==> src/rtl/delta_event_scheduler_pkg.sv <==
// Shared types and helpers for the delta event scheduler.
package delta_sched_pkg;

    typedef enum logic [1:0] {
        IDLE    = 2'd0,
        PRESENT = 2'd1,
        CLEAR   = 2'd2,
        SETTLE  = 2'd3
    } sched_state_e;

    function automatic int id_width(input int n);
        return (n <= 1) ? 1 : $clog2(n);
    endfunction

endpackage

==> src/rtl/delta_event_scheduler_rr_picker.sv <==
// Combinational round-robin search: first set request at or above PTR, wrapping.
module rr_picker
    import delta_sched_pkg::*;
#(
    parameter  int NUM_SOURCES = 8,
    localparam int ID_W        = id_width(NUM_SOURCES)
) (
    input  logic [NUM_SOURCES-1:0] REQ,
    input  logic [ID_W-1:0]        PTR,
    output logic [ID_W-1:0]        GRANT_ID,
    output logic                   GRANT_VALID
);

    int              sum_s;
    logic [ID_W-1:0] idx_s;

    // Walk the requests starting at PTR and keep the first hit
    always_comb begin
        GRANT_ID    = '0;
        GRANT_VALID = 1'b0;
        sum_s       = 0;
        idx_s       = '0;
        for (int i = 0; i < NUM_SOURCES; i++) begin
            sum_s = int'(PTR) + i;
            idx_s = (sum_s >= NUM_SOURCES) ? ID_W'(sum_s - NUM_SOURCES) : ID_W'(sum_s);
            if (REQ[idx_s] && !GRANT_VALID) begin
                GRANT_VALID = 1'b1;
                GRANT_ID    = idx_s;
            end else begin
                GRANT_VALID = GRANT_VALID;
            end
        end
    end

endmodule

==> src/rtl/delta_event_scheduler.sv <==
// Round-robin delivery of delta-register change events over valid/ready.
// Optional handshake watchdog: define DELTA_SCHED_TIMEOUT_EN.
module delta_event_scheduler
    import delta_sched_pkg::*;
#(
    parameter  int NUM_SOURCES    = 8,
    parameter  int DATA_WIDTH     = 32,
    parameter  int TIMEOUT_CYCLES = 1024,
    localparam int ID_W           = id_width(NUM_SOURCES)
) (
    input  logic                              CLK,
    input  logic                              RSTN,
    input  logic [NUM_SOURCES-1:0]            CHANGE_IN,
    input  logic [NUM_SOURCES*DATA_WIDTH-1:0] VALUE_IN,
    input  logic [NUM_SOURCES-1:0]            ENABLE_MASK,
    output logic [NUM_SOURCES-1:0]            READ_EVENT_OUT,
    output logic                              EVT_VALID,
    input  logic                              EVT_READY,
    output logic [ID_W-1:0]                   EVT_ID,
    output logic [DATA_WIDTH-1:0]             EVT_VALUE,
    output logic                              IRQ
`ifdef DELTA_SCHED_TIMEOUT_EN
   ,output logic                              TIMEOUT_FLAG
`endif
);

    sched_state_e            state_r;
    logic [ID_W-1:0]         rr_ptr_r;
    logic                    evt_valid_r;
    logic [ID_W-1:0]         evt_id_r;
    logic [DATA_WIDTH-1:0]   evt_value_r;
    logic [NUM_SOURCES-1:0]  read_event_r;
    logic                    irq_r;

    logic [NUM_SOURCES-1:0]  pending_s;
    logic [ID_W-1:0]         pick_id_s;
    logic                    pick_valid_s;
    logic [DATA_WIDTH-1:0]   pick_value_s;
    logic [NUM_SOURCES-1:0]  onehot_s;
    logic [ID_W-1:0]         next_ptr_s;
    logic                    handshake_s;
    logic                    tmo_hit_s;

    assign pending_s   = CHANGE_IN & ENABLE_MASK;
    assign handshake_s = evt_valid_r & EVT_READY;
    assign next_ptr_s  = (evt_id_r == ID_W'(NUM_SOURCES - 1)) ? '0 : evt_id_r + ID_W'(1);

    rr_picker #(
        .NUM_SOURCES (NUM_SOURCES)
    ) u_picker (
        .REQ         (pending_s),
        .PTR         (rr_ptr_r),
        .GRANT_ID    (pick_id_s),
        .GRANT_VALID (pick_valid_s)
    );

    // Value snapshot mux and clear-pulse decode of the held event id
    always_comb begin
        pick_value_s = '0;
        onehot_s     = '0;
        for (int i = 0; i < NUM_SOURCES; i++) begin
            if (pick_id_s == ID_W'(i)) begin
                pick_value_s = VALUE_IN[i*DATA_WIDTH +: DATA_WIDTH];
            end else begin
                pick_value_s = pick_value_s;
            end
            onehot_s[i] = (evt_id_r == ID_W'(i));
        end
    end

`ifdef DELTA_SCHED_TIMEOUT_EN
    localparam int TMO_W = $clog2(TIMEOUT_CYCLES + 1);

    logic [TMO_W-1:0] tmo_cnt_r;
    logic             timeout_flag_r;

    assign tmo_hit_s    = (tmo_cnt_r == TMO_W'(TIMEOUT_CYCLES));
    assign TIMEOUT_FLAG = timeout_flag_r;

    // Watchdog counts PRESENT cycles; the flag sticks until reset
    always_ff @(posedge CLK or negedge RSTN) begin
        if (!RSTN) begin
            tmo_cnt_r      <= '0;
            timeout_flag_r <= 1'b0;
        end else if (state_r == IDLE) begin
            tmo_cnt_r <= '0;
        end else if ((state_r == PRESENT) && !handshake_s) begin
            tmo_cnt_r      <= tmo_hit_s ? tmo_cnt_r : tmo_cnt_r + TMO_W'(1);
            timeout_flag_r <= timeout_flag_r | tmo_hit_s;
        end else begin
            tmo_cnt_r <= tmo_cnt_r;
        end
    end
`else
    logic tmo_cfg_unused_s;

    assign tmo_hit_s        = 1'b0;
    assign tmo_cfg_unused_s = (TIMEOUT_CYCLES > 0);
`endif

    // Event sequencing: grant, present, clear pulse, settle
    always_ff @(posedge CLK or negedge RSTN) begin
        if (!RSTN) begin
            state_r      <= IDLE;
            rr_ptr_r     <= '0;
            evt_valid_r  <= 1'b0;
            evt_id_r     <= '0;
            evt_value_r  <= '0;
            read_event_r <= '0;
        end else begin
            case (state_r)
                IDLE: begin
                    read_event_r <= '0;
                    if (pick_valid_s) begin
                        evt_id_r    <= pick_id_s;
                        evt_value_r <= pick_value_s;
                        evt_valid_r <= 1'b1;
                        state_r     <= PRESENT;
                    end else begin
                        state_r <= IDLE;
                    end
                end
                PRESENT: begin
                    if (handshake_s || tmo_hit_s) begin
                        rr_ptr_r     <= next_ptr_s;
                        evt_valid_r  <= 1'b0;
                        read_event_r <= onehot_s;
                        state_r      <= CLEAR;
                    end else begin
                        state_r <= PRESENT;
                    end
                end
                CLEAR: begin
                    read_event_r <= '0;
                    state_r      <= SETTLE;
                end
                SETTLE: begin
                    read_event_r <= '0;
                    state_r      <= IDLE;
                end
                default: begin
                    evt_valid_r  <= 1'b0;
                    read_event_r <= '0;
                    state_r      <= IDLE;
                end
            endcase
        end
    end

    // Interrupt tracks enabled pending flags regardless of FSM state
    always_ff @(posedge CLK or negedge RSTN) begin
        if (!RSTN) begin
            irq_r <= 1'b0;
        end else begin
            irq_r <= |pending_s;
        end
    end

    assign READ_EVENT_OUT = read_event_r;
    assign EVT_VALID      = evt_valid_r;
    assign EVT_ID         = evt_id_r;
    assign EVT_VALUE      = evt_value_r;
    assign IRQ            = irq_r;

endmodule

==> config.mk <==
export PLATFORM = sky130hd
export DESIGN_NAME = delta_event_scheduler
export DESIGN_NICKNAME = d
export VERILOG_FILES = /design/src/rtl/delta_event_scheduler_pkg.sv /design/src/rtl/delta_event_scheduler_rr_picker.sv /design/src/rtl/delta_event_scheduler.sv
export SDC_FILE = /design/constraint.sdc
export NUM_CORES = 1
export LEC_CHECK = 0
export CAP_MARGIN = 15
export CORE_AREA = 2 2 124 126
export DETAILED_ROUTE_END_ITERATION = 7
export DIE_AREA = 0 0 126 128
export DONT_BUFFER_PORTS = 1
export PLACE_DENSITY = 0.5
export SETUP_SLACK_MARGIN = 0.3
export SYNTH_ARGS = -nofsm -noshare
export SYNTH_HDL_FRONTEND = slang
export SYNTH_HIERARCHICAL = 1
export SYNTH_SLANG_ARGS = --single-unit
==> constraint.sdc <==
create_clock -name CLK -period 5.3 [get_ports CLK]
set_clock_uncertainty 0.05 [all_clocks]
set_input_delay 0.53 -clock CLK [delete_from_list [all_inputs] [get_ports CLK]]
set_output_delay 0.53 -clock CLK [all_outputs]
set_load 0.01 [all_outputs]
==> results.json <==
{
  "rows": 45,
  "layout_common_cells": "o21ai_0, a21oi_1, mux2i_1",
  "instances_no_fill": 808,
  "die_w_um": 126,
  "cts_tree": "done",
  "gr-usage-all-layers_pct": 24.62,
  "multi_input_area_mm2": 0.003730,
  "synth_area_mm2": 0.005343,
  "place_area_mm2": 0.005420,
  "syn_nets": 938,
  "slew_headroom_pct": 51.60,
  "max_freq_mhz": 212.0,
  "num_vias": 5166,
  "initial_core_util_pct": 35.94,
  "first_pass_iters": 5,
  "critPathTopFamily": "compound AO/OA/AOI/OAI gates",
  "async_reset_ff_share_pct": 100.0,
  "rsz0062_at_grt": "false",
  "cp_cell_sequence": "inv_1 > ha_1 > mux4_2 > mux2_2 > nand2b_1 > a2111oi_0 > a21oi_1 > a32o_4 > buf_4 > inv_1 > a21boi_0 > o311ai_0 > a31o_1",
  "fill_cells": 1568,
  "cpMostUsedCell": "inv_1",
  "ant_nets": 0,
  "path_max_fanout": 39,
  "hold_viol": 0,
  "fp.coreArea_mm2": 0.01486,
  "gp_congestion": 0.9372,
  "clk_latency_ns": 0.31,
  "cts_made_buffers": 5,
  "grt_antenna_before_repair": 1,
  "post-route-util_pct": 37.70,
  "ys_ff_latch": 50,
  "portBuffers": 0,
  "die-area_mm2": 0.01613,
  "grt_pass1_wl_um": 31020,
  "final_common_cell": "o21ai_0",
  "arrival_ns": 4.92,
  "worst_pin_slew_ns": 0.7169,
  "post-route-drc-count": 0,
  "h-tree-depth": 2,
  "critPathRequiredTime_ns": 5.50,
  "dp_hpwl_um": 15450,
  "detail_route.wirelength_um": 20720,
  "drive_gt1_share_pct": 9.208,
  "synth_cell_type_count": 60,
  "drv.max_cap_violation_count": 0,
  "clk_path_buf_depth": 2,
  "critPathBufInv": 3,
  "period_minus_slack_ns": 4.717,
  "slew_violations": 0,
  "ios": 320,
  "syn2layout_area_growth_pct": 4.895,
  "endpoint_kind": "flip-flop",
  "clk_pin_slew_ns": 0.08,
  "drt-initial-drc-count": 331,
  "dp_cells": 798,
  "postLayoutCellArea_mm2": 0.005604,
  "grt-ovfl-total": 0,
  "viasPerCell": 6.394,
  "cts.sinks": 50,
  "status": "complete, no violations",
  "synth_ff_type": "dfrtp_1",
  "cts_root_buf": "clkbuf_16",
  "tns_ns": 0,
  "fp.dieH_um": 128,
  "synth_edf_count": 0,
  "hold_class": "in -> async",
  "start_kind": "flip-flop",
  "wl_per_cell_um": 25.64,
  "post-route-period-util_pct": 89.00,
  "crit_path_max_incr_delay_ns": 0.62,
  "synthCells": 655,
  "grt_pass1_vias": 5270,
  "setup_violations": 0,
  "register_area_mm2": 0.001251,
  "nets": 901,
  "slowest_stage": "o311ai_0",
  "ys_warn_count": 6,
  "yosysSeqAreaShare_pct": 23.42,
  "avgSynthCellArea_um2": 8.157,
  "grt_max_degree": 109,
  "critPathKind": "reg -> reg"
}
state kept, by name, indices dropped and copies added, names as in the netlist, named ones only:
signal / flops
IRQ: 1
EVT_VALID: 1
READ_EVENT_OUT: 8
rr_ptr_r: 3
EVT_VALUE: 32
state_r: 1
EVT_ID: 3
path summary, 6_finish.rpt:
check                             startpoint                end  slack [ns]  cells after the start
setup / recovery                 rr_ptr_r[0]      EVT_VALUE[15]        0.58                     13
hold / removal                          RSTN      EVT_VALUE[17]       0.009                      1
setup reg to reg                 rr_ptr_r[0]      EVT_VALUE[15]        0.58                     13
hold reg to reg            READ_EVENT_OUT[5]  READ_EVENT_OUT[5]        0.53                      1
max in group asynchronous               RSTN      EVT_VALUE[10]        4.92                      1
min in group CLK               VALUE_IN[241]      EVT_VALUE[17]        0.32                      2
metrics by stage:
step	worst slack, ns	hold WS (ns)
2_1_floorplan	1.233	0.1844
3_3_place_gp	0.6686	0.1862
3_5_place_dp	0.6292	0.1858
4_1_cts	0.6116	0.02173
5_1_grt	0.3049	0.02449
6_report	0.5832	0.008619
synth_stat cells, drive strengths merged (8+ instances only):
master	number	area, um^2
nor2b	10	62.56
nand2	18	67.56
mux4	14	315.3
o21ai	131	655.6
or3	24	150.1
a21boi	8	60.06
ha	8	100.1
a21oi	81	405.4
mux2i	57	570.6
clkbuf	26	97.59
and3b	16	140.1
a211oi	10	75.07
and2	10	62.56
nor2	33	126.4
a22o	12	105.1
buf	35	231.5
o2bb2ai	24	210.2
inv	19	71.31
dfrtp	50	1251
timing repair:
action,in CTS,in global routing
resized for setup,0,0
hold endpoints to repair,50,0
buffers inserted,0,0
hold buffers,1,0
metal layers:
layer | routed length [um] | track usage (%) | part of all wire, % | vias up
met1 | 8259 | 29.56 | 40 | 2490
met5 | 0 | 0 | 0 | -
met2 | 10230 | 41.87 | 49 | 239
met3 | 1591 | 7.220 | 7.7 | 35
met4 | 639 | 9.114 | 3.1 | 0
li1 | - | - | - | 2402
logic make-up (layout without fill, tap and decap cells):
logic type	after synthesis	count (layout)	synth area share, %
AO/OA/AOI/OAI	303	303	34.10
AND/OR/NAND/NOR	135	135	14.92
buffers and inverters	80	44	7.494
multiplexers	76	76	17.70
flip-flops	50	50	23.42
adder cells (fa/ha/maj)	8	8	1.874
XOR/XNOR	3	3	0.4919
other	0	1	0
cell type report:
type	count	area share (%)
clock inverters	3	0.5135
clock buffers	5	2.233
diodes	1	0.04465
inverters	19	1.273
repair buffers	17	2.858
multi-input cells	525	66.56
flip-flops and latches	50	22.33
well taps	188	4.197
Power is not shown: default switching activity piles up to over one toggle a cycle in this logic, so the estimate is an artifact.
